[config.mk]
export PLATFORM = sky130hd
export DESIGN_NAME = mem_arb36
export DESIGN_NICKNAME = d
export VERILOG_FILES = /design/src/rtl/mem_arb36.sv
export SDC_FILE = /design/constraint.sdc
export NUM_CORES = 1
export LEC_CHECK = 0
export CAP_MARGIN = 25
export CORE_AREA = 2 2 147 149
export CTS_CLUSTER_SIZE = 25
export DETAILED_ROUTE_END_ITERATION = 8
export DIE_AREA = 0 0 149 151
export GPL_ROUTABILITY_DRIVEN = 0
export PLACE_DENSITY_LB_ADDON = 0.3
export SYNTH_ARGS = -nofsm -noshare
export SYNTH_HDL_FRONTEND = slang
export SYNTH_SLANG_ARGS = --single-unit
[constraint.sdc]
create_clock -name clk -period 4.5 [get_ports clk]
set_input_delay 1.35 -clock clk [delete_from_list [all_inputs] [get_ports clk]]
set_output_delay 1.35 -clock clk [all_outputs]
set_load 0.02 [all_outputs]
[src/rtl/mem_arb36.sv]
// Three-port arbiter sharing one 36-bit Avalon-MM slave: two core memory ports
// with 16-bit word addresses relocated by BASE_Px, plus a full-width console port.
module mem_arb36 #(
  parameter logic [1:0]  BASE_P0      = 2'd0,
  parameter logic [1:0]  BASE_P1      = 2'd1,
  parameter bit          CONSOLE_PRIO = 1'b1,
  parameter logic [15:0] TIMEOUT      = 16'd1000
) (
  input  logic        clk,
  input  logic        reset_n,

  input  logic [17:0] s0_address,
  input  logic        s0_read,
  input  logic        s0_write,
  input  logic [35:0] s0_writedata,
  output logic [35:0] s0_readdata,
  output logic        s0_waitrequest,

  input  logic [17:0] s1_address,
  input  logic        s1_read,
  input  logic        s1_write,
  input  logic [35:0] s1_writedata,
  output logic [35:0] s1_readdata,
  output logic        s1_waitrequest,

  input  logic [17:0] s2_address,
  input  logic        s2_read,
  input  logic        s2_write,
  input  logic [35:0] s2_writedata,
  output logic [35:0] s2_readdata,
  output logic        s2_waitrequest,

  output logic [17:0] m_address,
  output logic        m_read,
  output logic        m_write,
  output logic [35:0] m_writedata,
  input  logic [35:0] m_readdata,
  input  logic        m_waitrequest,

  output logic        err_timeout,
  output logic        err_proto,
  input  logic        err_clr
);

  typedef enum logic {ST_IDLE = 1'b0, ST_GRANT = 1'b1} state_t;

  state_t      r_state;
  state_t      w_state_next;
  logic [1:0]  r_owner;
  logic [1:0]  w_owner_next;
  logic [1:0]  r_rr;
  logic [1:0]  w_rr_next;
  logic [15:0] r_wdog;
  logic        r_err_timeout;
  logic        r_err_proto;

  logic [2:0]  w_rd;
  logic [2:0]  w_wr;
  logic [2:0]  w_req;
  logic [17:0] w_addr  [3];
  logic [35:0] w_wdata [3];

  logic [1:0]  w_pick;
  logic        w_any;
  logic        w_own_req;
  logic        w_done;
  logic        w_timeout;
  logic        w_abort;
  logic        w_set_proto;

  logic [2:0]  w_wait_o;
  logic [35:0] w_rdata_o [3];

  // Upper address bits of the core ports are replaced by the relocation base.
  logic        w_unused_addr_hi;
  assign w_unused_addr_hi = ^{s0_address[17:16], s1_address[17:16]};

  assign w_rd  = {s2_read,  s1_read,  s0_read};
  assign w_wr  = {s2_write, s1_write, s0_write};
  assign w_req = w_rd | w_wr;

  assign w_addr[0]  = {BASE_P0, s0_address[15:0]};
  assign w_addr[1]  = {BASE_P1, s1_address[15:0]};
  assign w_addr[2]  = s2_address;
  assign w_wdata[0] = s0_writedata;
  assign w_wdata[1] = s1_writedata;
  assign w_wdata[2] = s2_writedata;

  assign w_own_req   = w_req[r_owner];
  assign w_done      = (r_state == ST_GRANT) && w_own_req && !m_waitrequest;
  assign w_timeout   = (TIMEOUT != 16'd0) && (r_state == ST_GRANT) && (r_wdog == TIMEOUT);
  // A completion landing on the watchdog cycle is honoured rather than aborted.
  assign w_abort     = w_timeout && !w_done;
  assign w_set_proto = (r_state == ST_GRANT) && w_rd[r_owner] && w_wr[r_owner];

  // Winner selection, only consulted while IDLE.
  always_comb begin
    logic       found;
    logic [1:0] idx;
    int         sum;
    w_pick = 2'd0;
    w_any  = |w_req;
    found  = 1'b0;
    idx    = 2'd0;
    sum    = 0;
    if (CONSOLE_PRIO) begin
      if (w_req[2]) begin
        w_pick = 2'd2;
      end else if (w_req[0] && w_req[1]) begin
        w_pick = (r_rr == 2'd0) ? 2'd1 : 2'd0;
      end else if (w_req[1]) begin
        w_pick = 2'd1;
      end else begin
        w_pick = 2'd0;
      end
    end else begin
      for (int i = 1; i <= 3; i++) begin
        sum = int'(r_rr) + i;
        if (sum >= 3) begin
          sum = sum - 3;
        end
        idx = 2'(sum);
        if (!found && w_req[idx]) begin
          w_pick = idx;
          found  = 1'b1;
        end
      end
    end
  end

  always_ff @(posedge clk or negedge reset_n) begin
    if (!reset_n) begin
      r_state <= ST_IDLE;
      r_owner <= 2'd0;
      r_rr    <= 2'd2;
    end else begin
      r_state <= w_state_next;
      r_owner <= w_owner_next;
      r_rr    <= w_rr_next;
    end
  end

  always_comb begin
    w_state_next = r_state;
    w_owner_next = r_owner;
    w_rr_next    = r_rr;
    case (r_state)
      ST_IDLE: begin
        if (w_any) begin
          w_state_next = ST_GRANT;
          w_owner_next = w_pick;
          w_rr_next    = w_pick;
        end
      end
      ST_GRANT: begin
        // A request dropped mid-transaction simply releases the slave.
        if (w_done || w_abort || !w_own_req) begin
          w_state_next = ST_IDLE;
        end
      end
      default: w_state_next = ST_IDLE;
    endcase
  end

  always_comb begin
    m_read      = 1'b0;
    m_write     = 1'b0;
    m_address   = 18'd0;
    m_writedata = 36'd0;
    w_wait_o    = 3'b111;
    for (int i = 0; i < 3; i++) begin
      w_rdata_o[i] = 36'd0;
    end
    if (r_state == ST_GRANT) begin
      m_address   = w_addr[r_owner];
      m_writedata = w_wdata[r_owner];
      if (w_abort) begin
        w_wait_o[r_owner] = 1'b0;
      end else begin
        m_read               = w_rd[r_owner] && !w_wr[r_owner];
        m_write              = w_wr[r_owner];
        w_wait_o[r_owner]    = m_waitrequest;
        w_rdata_o[r_owner]   = m_readdata;
      end
    end
  end

  always_ff @(posedge clk or negedge reset_n) begin
    if (!reset_n) begin
      r_wdog <= 16'd0;
    end else if (r_state == ST_GRANT) begin
      r_wdog <= r_wdog + 16'd1;
    end else begin
      r_wdog <= 16'd0;
    end
  end

  // Sticky error flags; a set event outranks a clear in the same cycle.
  always_ff @(posedge clk or negedge reset_n) begin
    if (!reset_n) begin
      r_err_timeout <= 1'b0;
      r_err_proto   <= 1'b0;
    end else begin
      if (w_abort) begin
        r_err_timeout <= 1'b1;
      end else if (err_clr) begin
        r_err_timeout <= 1'b0;
      end
      if (w_set_proto) begin
        r_err_proto <= 1'b1;
      end else if (err_clr) begin
        r_err_proto <= 1'b0;
      end
    end
  end

  assign s0_waitrequest = w_wait_o[0];
  assign s1_waitrequest = w_wait_o[1];
  assign s2_waitrequest = w_wait_o[2];
  assign s0_readdata    = w_rdata_o[0];
  assign s1_readdata    = w_rdata_o[1];
  assign s2_readdata    = w_rdata_o[2];
  assign err_timeout    = r_err_timeout;
  assign err_proto      = r_err_proto;

endmodule

==> results_dict.tcl <==
set metrics [dict create \
    io_buffers 372 \
    ys_ff_latch 22 \
    fmax_mhz 225 \
    critPathKind "primary input to output port" \
    cp.arrival_ns 3.09 \
    wirelength_um 21100 \
    synth_cells 545 \
    final_nets 1101 \
    cts_tree "yes" \
    fin_hold_ws_ns 0.476 \
    ant_nets 0 \
    tightest_slew_ns 0.815 \
    clockBufferDepth 2 \
    drv_slew 0 \
    overflow 0 \
    initial_core_util 0.204 \
    core_area_um2 20800 \
    cts_buffers 3 \
    async_flop_share 1.00 \
    clock_tree.root_cell "clkbuf_16" \
    max_slew_margin 0.457 \
    comb_power_share 0.871 \
    skew_ns 0.00543 \
    clkPwrFrac 0.059 \
    grt_pass1_wl_um 30800 \
    grt_max_degree 50 \
    p_switching_uw 2370 \
    clk_pin_slew_ns 0.06 \
    wire_per_inst_um 18.1 \
    boundaryPins 377 \
    drc 0 \
    dieWidth_um 149 \
    row_count 53 \
    area_growth_pct 90.7 \
    yosys_warnings 0 \
    drv_cap 0 \
    ys_types 46 \
    fin_setup_tns_ns 0 \
    grt_antenna_before_repair 2 \
    period_share 0.987 \
    dp_hpwl_um 16300 \
    synthesis.nets 755 \
    drt_iter0_drc 141 \
    drive_gt1_frac 0.244 \
    dieArea_um2 22500 \
    track_usage 0.173 \
    p_int_uw 1900 \
    synth_flop_cell "dfrtp_1" \
    rsz0062_at_grt "true" \
    clock_latency_ns 0.26 \
    drtPass1Iterations 4 \
    antenna_cells 0 \
    synth_area_um2 4250 \
    route.vias.total 5426 \
    cts_sinks 22 \
    die_y_um 151 \
    power.density_nw_per_um2 528 \
    hp-class "flip-flop to flip-flop" \
    p_seq_frac 0.071 \
    cp_max_fo 17 \
    p_leak_uw 0.00305 \
    postCtsHoldBufs 0 \
    sw_frac_of_total 0.555 \
    synth-seq-area-share 0.130 \
    synth_edf_count 0 \
    ir_drop_v 0.000294 \
    syn_avg_cell_area_um2 7.79 \
    first_global_vias 5258 \
    startpoint_type "primary input" \
    required_ns 3.15 \
    status "completed" \
    min_period_ns 4.44 \
    setup_viol 0 \
    vias_per_cell 4.66 \
    htreeDepth 1 \
    cp-end-kind "output port" \
    hold_viol_final 0 \
]
==> path summary, 6_finish.rpt <==
path | cells after the start | endpoint | slack [ns] | start
min in group asynchronous | 1 | r_wdog[8]$_DFF_PN0_ | 1.36 | reset_n
max in group asynchronous | 2 | r_rr[1]$_DFFE_PN1P_ | 2.66 | reset_n
min | 2 | r_rr[1]$_DFFE_PN1P_ | 0.48 | r_rr[1]$_DFFE_PN1P_
max reg2reg | 6 | err_timeout$_DFFE_PN0P_ | 2.54 | r_wdog[0]$_DFF_PN0_
max | 8 | m_write | 0.06 | s1_write
min reg2reg | 2 | r_rr[1]$_DFFE_PN1P_ | 0.48 | r_rr[1]$_DFFE_PN1P_
==> Yosys cell counts, types with 3 or more instances <==
cell	count	area share
buf_8	9	0.032
o22ai_1	3	0.0044
a211oi_1	20	0.035
clkbuf_1	24	0.021
a21oi_1	57	0.067
a211oi_2	89	0.26
dfrtp_1	21	0.12
nand2_1	42	0.037
xor2_1	10	0.021
inv_1	7	0.0062
nand2b_1	5	0.0074
buf_2	20	0.024
and4_1	4	0.0082
nand3_1	7	0.0082
mux2i_1	53	0.12
nor2_1	120	0.11
buf_6	11	0.029
nand4_1	5	0.0074
buf_1	4	0.0035
==> flip-flops by register name, summed over array words and instances, names as in the netlist <==
signal / count
err_timeout: 1
err_proto: 1
r_owner: 2
r_rr: 1
r_wdog: 16
r_state: 1
==> placed cells by master, fill, tap and decap left out, types with 21 or more instances in the layout <==
cell type        Yosys  layout
nand2_1             42      42
clkbuf_2             0      48
dlygate4sd2_1        0      21
a211oi_2            89      89
clkdlybuf4s15_1      0      23
clkdlybuf4s50_1      0     261
nor2_1             120     117
buf_4                2      31
mux2i_1             53      53
a21oi_1             57      57
==> final cells by class <==
cell class / instances / area (um^2)
sequential: 22 / 557
clock buffer: 3 / 75.1
tap: 275 / 344
fill: 2192 / 12700
timing repair buffer: 411 / 3840
inverter: 7 / 26.3
clock inverter: 1 / 30.0
multi-input combinational: 446 / 3220
==> logic make-up (layout without fill, tap and decap cells) <==
group | count (synthesis) | in the layout | share of synthesized area
xor gates and xnor gates | 11 | 11 | 0.0227
adders and majority gates | 2 | 2 | 0.00589
AOI/OAI and AO/OA | 183 | 183 | 0.396
and+or+nand+nor | 196 | 196 | 0.199
buffers and inverters | 77 | 422 | 0.119
DFF | 22 | 22 | 0.130
muxes | 54 | 54 | 0.128
==> through the flow <==
step	utilization	setup slack [ns]	instances	total power [uW]	cell area [um^2]
floorplan	-	0.744	545	2540	4250
global placement	0.395	-0.289	1157	4200	8220
detailed placement	0.396	-0.289	1158	4190	8250
CTS	0.399	-0.0625	1163	4350	8300
global route	0.389	-0.0348	1165	4590	8100
finish	0.389	0.0595	1165	4270	8100
==> power by group through the flow <==
| stage | Sequential, uW | Clock (uW) | Combinational, uW |
|---|---|---|---|
| final | 303 | 250 | 3720 |
| after floorplan | 266 | 0 | 2270 |
| after global routing | 312 | 264 | 4020 |
| after CTS | 304 | 257 | 3790 |
| after global placement | 308 | 0 | 3890 |
| after detailed placement | 308 | 0 | 3880 |
==> repair_timing <==
| action | 4_1_cts | 5_1_grt |
|---|---|---|
| setup buffers | 0 | 2 |
| endpoints found under the hold margin | 0 | 0 |
| pin swaps | 1 | 2 |
| gates resized for setup | 146 | 148 |
| endpoints found under the setup margin | 108 | 98 |
| gates cloned | 1 | 0 |
==> layer usage <==
metal,vias to the layer above,GRT usage,part of all wire
met5,-,0,0.0012
met3,19,0.0548,0.094
met4,4,0.0238,0.013
met1,2502,0.210,0.40
met2,236,0.308,0.49
li1,2665,-,-
==> critical path: stages <==
cell,delay [ns]
clkdlybuf4s50_1,0.51
nor2_2,0.07
o22ai_2,0.18
o21ai_4,0.08
buf_12,0.17
buf_4,0.14
a211oi_1,0.21
clkdlybuf4s15_1,0.37
Power figures use the tool's default switching activity.
